<file path="config.mk">
export PLATFORM = sky130hd
export DESIGN_NAME = control_sequencer
export DESIGN_NICKNAME = d
export VERILOG_FILES = /design/src/rtl/control_sequencer.sv
export SDC_FILE = /design/constraint.sdc
export NUM_CORES = 1
export LEC_CHECK = 0
export CORE_MARGIN = 10
export CORE_UTILIZATION = 25
export DETAILED_ROUTE_END_ITERATION = 8
export PLACE_DENSITY = 0.61
export REMOVE_ABC_BUFFERS = 1
export SLEW_MARGIN = 30
export SYNTH_ARGS = -nofsm -noshare
export SYNTH_HDL_FRONTEND = slang
export SYNTH_SLANG_ARGS = --single-unit
</file>
<file path="constraint.sdc">
create_clock -name clock -period 5.85 [get_ports clock]
set_clock_uncertainty 0.2 [all_clocks]
set_input_delay 1.4625 -clock clock [delete_from_list [all_inputs] [get_ports clock]]
set_output_delay 1.4625 -clock clock [all_outputs]
set_load 0.05 [all_outputs]
</file>
<file path="src/rtl/control_sequencer.sv">
// control_sequencer: hardwired Moore FSM driving every datapath strobe for fetch and R-format execute
module control_sequencer #(
    parameter int NREG  = 16,
    parameter int CNT_W = 16
) (
    input  logic             clock,
    input  logic             clear,
    input  logic             start,
    input  logic [31:0]      ir,
    output logic             PCout,
    output logic             MARin,
    output logic             IncPC,
    output logic             PCin,
    output logic             MDMuxread,
    output logic             MDRin,
    output logic             MDRout,
    output logic             IRin,
    output logic             Yin,
    output logic             Zlowin,
    output logic             Zhighin,
    output logic             Zlowout,
    output logic             Zhighout,
    output logic             HIin,
    output logic             LOin,
    output logic             ADD,
    output logic             SUB,
    output logic             MUL,
    output logic             DIV,
    output logic             AND,
    output logic             OR,
    output logic             SHR,
    output logic             SHRA,
    output logic             SHL,
    output logic             ROR,
    output logic             ROL,
    output logic             NEG,
    output logic             NOT,
    output logic [NREG-1:0]  reg_in,
    output logic [NREG-1:0]  reg_out,
    output logic             running,
    output logic [CNT_W-1:0] instr_count
);
    typedef enum logic [3:0] {IDLE, T0, T1, T2, T3, T4, T5, T6, HALT} state_t;
    state_t state, next;
    logic [4:0] op;
    logic [3:0] ra, rb, rc, sel_o;
    logic alu3, md, un, hlt, done, op_en, drv_o, unused;
    assign op     = ir[31:27];
    assign ra     = ir[26:23];
    assign rb     = ir[22:19];
    assign rc     = ir[18:15];
    assign unused = ^ir[14:0];
    // add..or occupy the contiguous opcode range 3..11
    assign alu3 = op >= 5'b00011 && op <= 5'b01011;
    assign md   = op == 5'b01111 || op == 5'b10000;
    assign un   = op == 5'b10001 || op == 5'b10010;
    assign hlt  = op == 5'b11011;
    always_ff @(posedge clock) begin
        if (clear) begin
            state       <= IDLE;
            instr_count <= '0;
        end else begin
            state <= next;
            if (done) instr_count <= instr_count + 1'b1;
        end
    end
    always_comb begin
        next = state;
        done = 1'b0;
        case (state)
            IDLE: next = start ? T0 : IDLE;
            T0:   next = T1;
            T1:   next = T2;
            T2:   next = T3;
            T3: begin
                next = (alu3 || md || un) ? T4 : hlt ? HALT : T0;
                done = !(alu3 || md || un || hlt);
            end
            T4: begin
                next = un ? T0 : T5;
                done = un;
            end
            T5: begin
                next = md ? T6 : T0;
                done = !md;
            end
            T6: begin
                next = T0;
                done = 1'b1;
            end
            HALT:    next = HALT;
            default: next = IDLE;
        endcase
    end
    always_comb begin
        running   = state != IDLE && state != HALT;
        PCout     = state == T0;
        MARin     = state == T0;
        IncPC     = state == T0;
        PCin      = state == T1;
        MDMuxread = state == T1;
        MDRin     = state == T1;
        MDRout    = state == T2;
        IRin      = state == T2;
        Yin       = state == T3 && (alu3 || md);
        Zlowin    = state == T0 || (state == T4 && (alu3 || md)) || (state == T3 && un);
        Zlowout   = state == T1 || (state == T5 && (alu3 || md)) || (state == T4 && un);
        Zhighin   = state == T4 && md;
        LOin      = state == T5 && md;
        Zhighout  = state == T6;
        HIin      = state == T6;
        op_en     = (state == T4 && (alu3 || md)) || (state == T3 && un);
        ADD       = op_en && op == 5'b00011;
        SUB       = op_en && op == 5'b00100;
        SHR       = op_en && op == 5'b00101;
        SHRA      = op_en && op == 5'b00110;
        SHL       = op_en && op == 5'b00111;
        ROR       = op_en && op == 5'b01000;
        ROL       = op_en && op == 5'b01001;
        AND       = op_en && op == 5'b01010;
        OR        = op_en && op == 5'b01011;
        MUL       = op_en && op == 5'b01111;
        DIV       = op_en && op == 5'b10000;
        NEG       = op_en && op == 5'b10001;
        NOT       = op_en && op == 5'b10010;
        drv_o     = (state == T3 && (alu3 || md || un)) || (state == T4 && (alu3 || md));
        sel_o     = state == T3 ? (md ? ra : rb) : (alu3 ? rc : rb);
        reg_out   = drv_o ? NREG'(1) << sel_o : '0;
        reg_in    = ((state == T5 && alu3) || (state == T4 && un)) ? NREG'(1) << ra : '0;
    end
endmodule

</file>
# Word-level counts from Yosys, hierarchy flattened
# Index checks and enable logic that the tools add are counted.
# Widths: inputs -> output; s select.
[classes]
n_addsub = 1
n_mul = 0
div = 0
order_cmp = 2
eq_ne = 23
shift = 2
mux = 12
n_bitwise = 0
n_reduce_logical = 40
[op_table]
columns = ["cell", "n"]
rows = [
  ["$pmux 4 s9", 1],
  ["$mux 16", 2],
  ["$shl 1x4->16 const A", 2],
  ["$eq 5x4->1 const B", 5],
  ["$logic_and 1x1->1", 24],
  ["$eq 5x3->1 const B", 4],
  ["$eq 5x5->1 const B", 4],
  ["$mux 4", 5],
  ["$add 16x1->16 const B", 1],
  ["$eq 4x3->1 const B", 4],
  ["$logic_or 1x1->1", 12],
  ["$eq 4x2->1 const B", 2],
  ["$mux 3", 2],
  ["$eq 5x2->1 const B", 1],
  ["$ge 5x2->1 const B", 1],
  ["$le 5x4->1 const B", 1],
  ["$eq 4x1->1 const B", 1],
  ["$eq 4x4->1 const B", 1],
  ["$logic_not 4->1", 1],
  ["$ne 4x4->1 const B", 1],
  ["$pmux 1 s4", 1],
  ["$reduce_bool 4->1", 1],
  ["$logic_not 1->1", 2],
  ["$mux 1", 1],
]
[totals]
reg_bits = 20
latch_bits = 0
ram_bits = 0
rom_bits = 0
in_bits = 35
output_inout_bits = 77
wordCells = 82
n_memories = 0

# Depth between registers and ports, before layout
[logic_depth]
word_depth = 7
ltp_mapped = 9
ltp_nobuf = 6

# Least setup slack after synthesis
# No wires, ideal clock.
[synth_timing]
path_kind = "input to output"
startpoint = "input port ir[28]"
endpoint = "output port SUB"
arrival_ps = 4168
required_time_ps = 4188
slack_ps = 20
stages = 9
path_buffers = 3
path_cell_list = "buf_2 buf_2 nor2_1 a21boi_0 o21ai_0 a22oi_1 nand2b_1 buf_2 nor4_1"
[synth_between]
elab_chain_len = 6
elab_cells_between_ends = 15
classes_between = "order compare (2); eq/ne (5); reduce/logical (8)"
[synth_lines]
columns = ["item", "line_no", "text"]
rows = [
  ["start, declared", "9", "input logic [31:0] ir,"],
  ["$ge 5x2->1, or another cell as far along", "54", "assign alu3 = op >= 5'b00011 && op <= 5'b01011;"],
  ["$logic_and 1x1->1 or $logic_or 1x1->1 (tied branches)", "54, 55", ""],
  ["$logic_or 1x1->1", "112", "op_en = (state == T4 && (alu3 || md)) || (state == T3 && un);"],
  ["$logic_and 1x1->1", "112", ""],
  ["$logic_or 1x1->1", "112", ""],
  ["$logic_and 1x1->1 (*)", "114", "SUB = op_en && op == 5'b00100;"],
  ["end, declared", "26", "output logic SUB,"],
]
# Every way passes the cells marked *; elsewhere a longest branch is shown, timed or not.

# Final worst setup path
[layout_timing]
startpoint = "input port ir[29]"
endpoint = "output port DIV"
[layout_between]
elab_chain_len = 6
elab_cells_between_ends = 14
classes_between = "order compare (2); eq/ne (4); reduce/logical (8)"
[layout_lines]
columns = ["item", "line_no", "text"]
rows = [
  ["$ge 5x2->1, or another cell as far along", "54", ""],
  ["$logic_and 1x1->1 or $logic_or 1x1->1 (tied branches)", "54, 55", ""],
  ["$logic_or 1x1->1", "112", ""],
  ["$logic_and 1x1->1", "112", ""],
  ["$logic_or 1x1->1", "112", ""],
  ["$logic_and 1x1->1 (*)", "123", "DIV = op_en && op == 5'b10000;"],
  ["end, declared", "28", "output logic DIV,"],
]
# Marked as above.

==> results.md <==
- CP bufs+invs: 2
- Wire length per cell: 15.9 um
- Number of flops mapped to enable cells by yosys: 0
- Peak supply drop: 115 uV
- Initial antenna violation count: 0
- Iter 0 DRT Violations: 125
- DRT Pass-1 Iters: 4
- Period minus WS final: 5.59 ns
- Vias per inst: 5.24
- Slowest stage delay, CP: 0.78 ns
- Clock Sink Count: 20
- Final Instance Area: 3470 um^2
- Post-CTS Setup Inserts: 0
- Vias: 2447
- Final Power: 413 uW
- Internal: 277 uW
- Area Growth Syn to Fin: 79.1%
- Cell Count, Final, Fillers Out: 467
- Largest net degree at the start of global routing: 19
- Clk Latency, worst-skew pair: 0.26 ns
- Routability Congestion: 0.810
- Crit-path leading delay family: simple AND/OR/NAND/NOR gates
- Final setup violation count: 0
- Async S/R FF share, synth: 0%
- CP most frequent cell: nand2b_1
- Crit Path Max Fanout: 14
- WL final: 7.43 mm
- Clock power frac: 33.6%
- Port buffer count: 96
- Hold-fix buffers, CTS: 0
- TritonCTS clock tree: built
- Final hold viol count: 0
- Slew headroom: 55.7%
- CP max-delay cell: clkdlybuf4s50_1
- # DRC: 0
- Hpwl dp: 6.18 mm
- Post-Syn Instances: 282
- CP required: 4.19 ns
- Post-synthesis register bit count: 20
- Width of the die: 108 um
- Worst Path Arrival: 3.93 ns
- Cell Area, Synth: 1940 um^2
- FILL cells: 748
- Post-synth top flop: dfxtp_1
- Netlist cell types: 52
- Slew Viols, Final: 0
- Starting Density: 25.3%
- Total Routing Usage GR: 11.8%
- Max Cap Viol: 0
- Antenna viol nets, final: 0
- Seq/Total Area, Yosys: 20.7%
- H-tree Lvls: 1
- First-pass GRT wire length: 11.6 mm
- Final period util: 95.6%
- Max Fclk: 0.179 GHz
- DP Cell Count: 463
- Antenna cells: 0
- Root Driver: clkbuf_8
- Placed Area: 3380 um^2
- Gr ovfl total: 0
- Part of the power in combinational logic: 31.4%
- Row Count: 32
- Sw Pwr: 135 uW
- Reg2reg start: state[2]
- Synth warn: 0
- Seq pwr share: 34.9%
- Io pins: 112
- Hold_sp: instr_count[13]
- Cts repair resizes: 0
- Sw Share: 32.8%
- Worst-path cell chain: clkdlybuf4s50_1 > nand2b_1 > a21boi_0 > o21ai_0 > a22oi_1 > nand2b_1 > nor4_1 > buf_12
- Clock buffer count from CTS: 3
- WS Path Type: input port to output port
- Worst Setup SP: ir[29]
- Clock transition at path regs: 0.07 ns
- Number of global-route vias before repair: 2254
- Die ar.: 11700 um^2
- CTS Buffer Depth: 2
- RSZ-0062 raised after global routing: false
- Die Ht: 108 um
- CORE AREA: 7650 um^2
- Nets: 402
- Slew @ Worst Pin: 0.663 ns
- Crit end category: output port
- Syn Area/Cell: 6.87 um^2
- Leakage power: 0.00118 uW
- Worst hold path type: flop to flop
- Post-Route Setup TNS: 0 ns
- Power per cell area: 119 nW/um^2
- CP Launch Type: input port
- Share of layout cells above drive strength 1: 21.9%
- Outcome: complete, no violations
[cells in the mapped netlist, types with 2 or more instances]
master / count / area share [%]
o21ai_0: 13 / 3.4
xor2_1: 7 / 3.2
or3_1: 12 / 3.9
nand4_1: 2 / 0.65
nor3_1: 24 / 6.2
or4_1: 2 / 0.77
o31ai_1: 3 / 1.2
buf_2: 10 / 2.6
and3_1: 2 / 0.65
buf_1: 3 / 0.58
nor2_1: 45 / 8.7
inv_1: 6 / 1.2
nor4_1: 8 / 2.6
a21o_1: 2 / 0.77
o21ai_1: 2 / 0.52
nand2_1: 20 / 3.9
o22ai_1: 2 / 0.65
and2_1: 3 / 0.97
o221a_2: 4 / 2.3
o2111ai_1: 2 / 0.90
buf_4: 9 / 3.5
clkbuf_1: 3 / 0.58
o211ai_1: 4 / 1.5
o21ai_2: 2 / 0.90
dfxtp_1: 20 / 21
o21a_1: 2 / 0.77
a21oi_1: 18 / 4.6
nand2b_1: 11 / 3.6
nand3_1: 13 / 3.4
o221ai_1: 4 / 1.8
nand3b_1: 2 / 0.77
nor2b_1: 2 / 0.65
[layout make-up]
| type | instances | area [um^2] | share of cell area, % |
|---|---|---|---|
| inverters | 6 | 22.5 | 0.649 |
| clock inverters | 1 | 30.0 | 0.865 |
| repair buffers | 104 | 1460 | 42.0 |
| well taps | 102 | 128 | 3.68 |
| multi-input cells | 231 | 1390 | 40.1 |
| flip-flops and latches | 20 | 400 | 11.5 |
| clock buffers | 3 | 41.3 | 1.19 |
[flip-flops by register name (all words and copies together) (netlist names)]
name,flops
state,4
instr_count,16
[kinds of logic (layout without fill, tap and decap cells)]
logic type               Yosys count  after routing  synth area share [%]
buffers and inverters             31            114                  8.39
AO/OA/AOI/OAI                     68             68                  25.7
XOR/XNOR                           9              9                  4.45
adder cells (fa/ha/maj)            2              2                  1.16
flip-flops                        20             20                  20.7
AND/OR/NAND/NOR                  151            151                  39.1
multiplexers                       1              1                 0.516
[power by group through the flow]
| stage | Clock, uW | Combinational [uW] | Sequential (uW) |
|---|---|---|---|
| 2_1_floorplan | 0 | 73.2 | 146 |
| 3_3_place_gp | 0 | 128 | 147 |
| 3_5_place_dp | 0 | 130 | 147 |
| 4_1_cts | 140 | 130 | 144 |
| 5_1_grt | 149 | 140 | 145 |
| 6_report | 139 | 130 | 144 |
[worst register-to-register path: stages (launching register included)]
cell and delay [ns]:
dfxtp_1 0.52, nor2b_1 0.50, nand2_1 0.14, nor3_1 0.38
o21ai_1 0.19, or3_1 0.38, a21oi_1 0.13
[path summary, 6_finish.rpt]
kind	endpoint	slack, ns	depth (start not counted)
max	DIV	0.26	8
min	instr_count[13]	0.31	2
max reg2reg	instr_count[14]	3.32	6
min reg2reg	instr_count[13]	0.31	2
[routing by layer]
layer	share of wire, %	up-vias	track usage (%)
li1	-	1194	-
met1	46	1142	15.4
met2	45	103	19.5
met3	8.8	8	3.03
met4	0.74	0	1.53
met5	0	-	0
[per-stage QoR]
stage	util [%]	setup WS [ns]	hold WS, ns
floorplan	-	-0.346	0.331
global placement	44.3	0.246	0.289
detailed placement	44.3	0.240	0.297
CTS	45.2	0.239	0.310
global route	45.4	0.0492	0.349
finish	45.4	0.257	0.309
[cell usage in the layout (no fill, tap or decap), drive strengths merged, types with 2 or more instances in the layout]
| cell type | Yosys | routed |
|---|---|---|
| clkbuf | 3 | 3 |
| a21oi | 19 | 19 |
| and2 | 3 | 3 |
| nor4 | 8 | 8 |
| a2111oi | 2 | 2 |
| o31ai | 3 | 3 |
| nand2b | 11 | 11 |
| clkdlybuf4s50 | 0 | 46 |
| nand3b | 2 | 2 |
| o22ai | 2 | 2 |
| nor2b | 2 | 2 |
| inv | 6 | 6 |
| nand4 | 2 | 2 |
| o21a | 2 | 2 |
| and3 | 2 | 2 |
| o221ai | 4 | 4 |
| nor3 | 24 | 24 |
| a21o | 2 | 2 |
| dfxtp | 20 | 20 |
| xor2 | 8 | 8 |
| o2111ai | 2 | 2 |
| nor2 | 45 | 45 |
| buf | 22 | 58 |
| nand3 | 13 | 13 |
| o211ai | 4 | 4 |
| or3 | 13 | 13 |
| o221a | 4 | 4 |
| o21ai | 17 | 17 |
| nand2 | 20 | 20 |
| or4 | 2 | 2 |
No activity file was read; power rests on OpenSTA's default activity.
